File: src/rtl/hilo_pkg.sv
// Shared types and defaults for the HI/LO commit unit and its wait counter.
package hilo_pkg;

    localparam int   HILO_WIDTH_DEF   = 32;
    localparam int   HILO_TIMEOUT_DEF = 64;
    localparam logic HILO_SEL_HI      = 1'b1;
    localparam logic HILO_SEL_LO      = 1'b0;

    typedef enum logic {
        IDLE = 1'b0,
        WAIT = 1'b1
    } hilo_state_e;

    function automatic int hilo_ctr_width(input int timeout_cyc);
        return (timeout_cyc > 2) ? $clog2(timeout_cyc) : 1;
    endfunction

endpackage

File: src/rtl/hilo_wait_ctr.sv
// Busy-cycle counter for an outstanding divide; o_tc flags the last
// busy cycle allowed before the divide is abandoned.
module hilo_wait_ctr
    import hilo_pkg::*;
#(
    parameter int TIMEOUT_CYC = HILO_TIMEOUT_DEF
) (
    input  logic clk,
    input  logic rst_n,
    input  logic i_clr,
    input  logic i_en,
    output logic o_tc
);

    localparam int            CW     = hilo_ctr_width(TIMEOUT_CYC);
    localparam logic [CW-1:0] TC_VAL = CW'(TIMEOUT_CYC - 1);

    logic [CW-1:0] r_cnt;

    // Clear has priority so a new divide always starts counting from zero.
    always_ff @(posedge clk or negedge rst_n) begin
        if (!rst_n) begin
            r_cnt <= '0;
        end else if (i_clr) begin
            r_cnt <= '0;
        end else if (i_en) begin
            r_cnt <= r_cnt + CW'(1);
        end
    end

    assign o_tc = (r_cnt == TC_VAL);

endmodule

File: src/rtl/hilo_commit_unit.sv
// Commits divider results into HI/LO, services MTHI/MTLO/MFHI/MFLO and stalls
// the pipeline while a divide is outstanding. Define HILO_FWD_EN to forward the
// committing value to MF on the commit cycle instead of stalling it.
module hilo_commit_unit
    import hilo_pkg::*;
#(
    parameter int WIDTH       = HILO_WIDTH_DEF,
    parameter int TIMEOUT_CYC = HILO_TIMEOUT_DEF
) (
    input  logic             clk,
    input  logic             rst_n,
    input  logic             div_start,
    input  logic             div_signed,
    input  logic [WIDTH-1:0] div_q,
    input  logic [WIDTH-1:0] div_r,
    input  logic [WIDTH-1:0] divu_q,
    input  logic [WIDTH-1:0] divu_r,
    input  logic             div_busy,
    input  logic             divu_busy,
    input  logic             mthi_we,
    input  logic             mtlo_we,
    input  logic [WIDTH-1:0] mt_wdata,
    input  logic             mf_req,
    input  logic             mf_sel,
    output logic [WIDTH-1:0] mf_data,
    output logic [WIDTH-1:0] hi,
    output logic [WIDTH-1:0] lo,
    output logic             stall,
    output logic             timeout_err
);

    hilo_state_e      r_state;
    hilo_state_e      w_state_nxt;
    logic             r_sel;
    logic [WIDTH-1:0] r_hi;
    logic [WIDTH-1:0] r_lo;
    logic             r_timeout_err;

    logic             w_in_wait;
    logic             w_start;
    logic             w_busy_sel;
    logic             w_commit;
    logic             w_abort;
    logic             w_tc;
    logic             w_fwd;
    logic [WIDTH-1:0] w_new_hi;
    logic [WIDTH-1:0] w_new_lo;

    assign w_in_wait  = (r_state == WAIT);
    assign w_start    = (r_state == IDLE) && div_start;
    assign w_busy_sel = r_sel ? div_busy : divu_busy;
    assign w_commit   = w_in_wait && !w_busy_sel;
    assign w_abort    = w_in_wait && w_busy_sel && w_tc;
    assign w_new_hi   = r_sel ? div_r : divu_r;
    assign w_new_lo   = r_sel ? div_q : divu_q;

`ifdef HILO_FWD_EN
    assign w_fwd = w_commit && mf_req;
`else
    assign w_fwd = 1'b0;
`endif

    hilo_wait_ctr #(
        .TIMEOUT_CYC(TIMEOUT_CYC)
    ) u_wait_ctr (
        .clk  (clk),
        .rst_n(rst_n),
        .i_clr(w_start),
        .i_en (w_in_wait && w_busy_sel),
        .o_tc (w_tc)
    );

    // WAIT ends on a commit or on the abort that follows the last permitted busy cycle.
    always_comb begin
        w_state_nxt = r_state;
        case (r_state)
            IDLE: begin
                if (div_start) w_state_nxt = WAIT;
                else           w_state_nxt = IDLE;
            end
            WAIT: begin
                if (w_commit || w_tc) w_state_nxt = IDLE;
                else                  w_state_nxt = WAIT;
            end
            default: w_state_nxt = IDLE;
        endcase
    end

    // State register; the divide flavour is latched when the divide is accepted.
    always_ff @(posedge clk or negedge rst_n) begin
        if (!rst_n) begin
            r_state <= IDLE;
            r_sel   <= 1'b0;
        end else begin
            r_state <= w_state_nxt;
            if (w_start) r_sel <= div_signed;
        end
    end

    // MT writes only land in IDLE; in WAIT they are held off by stall.
    always_ff @(posedge clk or negedge rst_n) begin
        if (!rst_n) begin
            r_hi <= '0;
            r_lo <= '0;
        end else if (w_commit) begin
            r_hi <= w_new_hi;
            r_lo <= w_new_lo;
        end else if (r_state == IDLE) begin
            if (mthi_we) r_hi <= mt_wdata;
            if (mtlo_we) r_lo <= mt_wdata;
        end
    end

    // Sticky abort flag, cleared only by reset.
    always_ff @(posedge clk or negedge rst_n) begin
        if (!rst_n) begin
            r_timeout_err <= 1'b0;
        end else if (w_abort) begin
            r_timeout_err <= 1'b1;
        end
    end

    // Stall and MF read path; a forwarded MF sees the value committing this cycle.
    always_comb begin
        stall   = 1'b0;
        mf_data = '0;
        if (w_in_wait) stall = mthi_we || mtlo_we || div_start || (mf_req && !w_fwd);
        else           stall = 1'b0;
        if (w_fwd) mf_data = (mf_sel == HILO_SEL_HI) ? w_new_hi : w_new_lo;
        else       mf_data = (mf_sel == HILO_SEL_HI) ? r_hi : r_lo;
    end

    assign hi          = r_hi;
    assign lo          = r_lo;
    assign timeout_err = r_timeout_err;

endmodule

File: config.mk
export PLATFORM = sky130hd
export DESIGN_NAME = hilo_commit_unit
export DESIGN_NICKNAME = d
export VERILOG_FILES = /design/src/rtl/hilo_pkg.sv /design/src/rtl/hilo_wait_ctr.sv /design/src/rtl/hilo_commit_unit.sv
export SDC_FILE = /design/constraint.sdc
export NUM_CORES = 1
export LEC_CHECK = 0
export CORE_ASPECT_RATIO = 1.25
export CORE_MARGIN = 2
export CORE_UTILIZATION = 42
export CTS_BUF_LIST = sky130_fd_sc_hd__clkbuf_16
export DETAILED_ROUTE_END_ITERATION = 8
export GPL_ROUTABILITY_DRIVEN = 0
export GPL_TIMING_DRIVEN = 0
export PLACE_DENSITY = 0.88
export SLEW_MARGIN = 0
export SYNTH_ARGS = -nofsm -noshare
export SYNTH_HDL_FRONTEND = slang
export SYNTH_SLANG_ARGS = --single-unit
File: constraint.sdc
create_clock -name clk -period 2.3 [get_ports clk]
set_input_delay 0.46 -clock clk [delete_from_list [all_inputs] [get_ports clk]]
set_output_delay 0.46 -clock clk [all_outputs]
set_load 0.005 [all_outputs]
==> metrics <==
r2r setup slk=0.71 ns; Starting Density=43.0%; worst-path fanout max=2; vias in the first global route=4668; site row count=42; share of the yosys chip area belonging to registers=40.0%; Tot Pwr=8.86 mW; reg-to-reg critical path endpoint=lo[11]; hold crit path type=in -> async; Synth area leaders=mux2i_1, dfrtp_1, mux2_2; GR Layer Usage met3=8.38%; Maximum Capacitance Violations=0; mean number of vias per cell=5.32; FF+latch count, synth=73; Finished Core Util=72.7%; Max Freq=461 MHz; DR iter-0 viols=76; Worst R2R Start=r_sel; unrepaired setup endpoints after global routing=no; clock sinks=73; Cell variety after synth=26; commonest non-fill, non-tap cell in the layout=clkdlybuf4s50_1; GRT Max-Usage Layer=met2; GR Util All Layers=26.3%; period utilisation layout=94.3%; first-pass GRT wire length=24100 um; CTS max path bufs=2; Post-route DRC=0; Routed WL per cell=20.0 um; Worst-Skew Late Latency=0.33 ns; DP Worst Slack=-0.0571 ns; clock slew at reported path FFs=0.06 ns; post-CTS setup buffers=0; drt pass-1 iters=4; Slew HR=75.4%; DRT Wirelength=15500 um; post-detail-place hpwl=12000 um; crit path time final=2.17 ns; fin area=7720 sq um; Worst Skew=0.00449 ns; syn nets=531; Setup TNS=0 ns; antenna-violating nets left=0; GR Layer Usage met1=28.1%; filler cell count=752; Final #Nets=810; gr ovfl total=0; crit path capture type=output port; most frequent cells in the layout=clkdlybuf4s50_1, mux2i_1, dfrtp_1, mux2_2, buf_4; Inserted Diodes=0; area of placed instances=7420 sq um; worst path required time=1.84 ns; Layout Cells excl Fill=776; Fin Hold WS=0.458 ns; vias after detailed routing=4125; Critical Path AT=1.71 ns; Slew @ Worst Pin=0.369 ns; die area=11700 sq um; Peak VDD IR=0.000581 V; core area=10600 sq um; H-tree levels=3; Synth Cell Area=4560 sq um; pin count of the biggest net entering global routing=72; status=finished, final reports clean; Final setup viols=0; Die Width=97.2 um; Cells after DPL=759; post-route setup slack=0.132 ns; Hold Violations, Final=0; routing usage on met2=48.8%; Power Density=1150 nW/um^2; CP startpoint kind=input pin; Yosys top cell by area=mux2i_1; fraction of layout cells with a size suffix above 1=12.1%; Pleak=3.83 nW; # IOs=268; CTS tree=yes; area growth from synthesis to layout=69.1%; yosys warns=0; TritonCTS Buffers=9; class of the most critical setup path=in -> out; chip height=121 um; initial antenna violation count=0; mean post-synth cell area=12.7 sq um; CTS root buffer=clkbuf_16; Buffers on Ports=266; r2r worst-path depth=5; number of max-slew violations in the final report=0; Syn Inst Count=360; post-synth top area share=42.5%
-- layer usage --
layer / wire, um / part of all wire [%] / up-vias
li1: - / - / 1893
met1: 5720 / 37 / 2011
met4: 387 / 2.5 / 0
met3: 1150 / 7.4 / 31
met5: 0 / 0 / -
met2: 8260 / 53 / 190
-- cell families (layout without fill, tap and decap cells) --
group                      after synthesis  in the layout  synth area share (%)
muxes                                  229            229                  51.4
AOI/OAI and AO/OA                        9              9                  1.40
DFF                                     73             73                  40.0
adders and majority gates                1              1                 0.274
buffers and inverters                   29            313                  4.50
and+or+nand+nor                         19             19                  2.38
-- layout make-up --
type | instances | area [sq um] | share of cell area (%)
Clock inverter | 7 | 55.1 | 0.713
Clock buffer | 9 | 225 | 2.92
Inverter | 1 | 3.75 | 0.0486
Timing Repair Buffer | 268 | 2700 | 35.0
Buffer | 28 | 210 | 2.72
Sequential cell | 73 | 1830 | 23.7
Multi-Input combinational cell | 258 | 2530 | 32.8
Tap cell | 132 | 165 | 2.14
-- registers in the layout, indices dropped and copies added, names as in the netlist --
name              count
hi                   32
lo                   32
r_state               1
timeout_err           1
r_sel                 1
u_wait_ctr.r_cnt      6
-- report_power, final --
group          total (mW)  switching, mW  internal (mW)
Combinational        5.10           1.96           3.14
Clock                1.34          0.521          0.820
Sequential           2.42          0.516           1.91
-- worst max-delay path, stage by stage --
cell	delay (ns)
clkdlybuf4s50_1	0.44
nor4_1	0.29
nor2_1	0.07
clkdlybuf4s50_1	0.45
-- cell usage after synthesis --
library cell / n
a211oi_1: 1
a21boi_0: 1
a31o_2: 3
and3_1: 3
buf_2: 11
buf_4: 8
buf_6: 7
clkbuf_1: 2
dfrtp_1: 73
ha_1: 1
inv_1: 1
mux2_1: 2
mux2_2: 32
mux2i_1: 194
mux2i_4: 1
nand2_1: 4
nand2_4: 1
nand2b_1: 5
nand3_1: 1
nand4_1: 1
nor2_1: 1
nor3_1: 1
nor4_1: 1
o211ai_1: 1
o21ai_0: 3
or3_1: 1
-- worst max-delay path by stage --
stage | startpoint | to | slack (ns)
after floorplan | mf_sel | mf_data[10] | 0.64
after global placement | rst_n | lo[28] | -1.75
after detailed placement | mf_sel | mf_data[1] | -0.06
after CTS | mf_sel | mf_data[1] | -0.06
after global routing | mthi_we | stall | 0.07
final | mthi_we | stall | 0.13
-- timing repair --
item / in CTS / in global routing
setup endpoints to repair: 30 / 30
gates resized for setup: 0 / 8
hold endpoints to repair: 2 / 0
hold buffers: 1 / 0
Power figures use the tool's default switching activity.
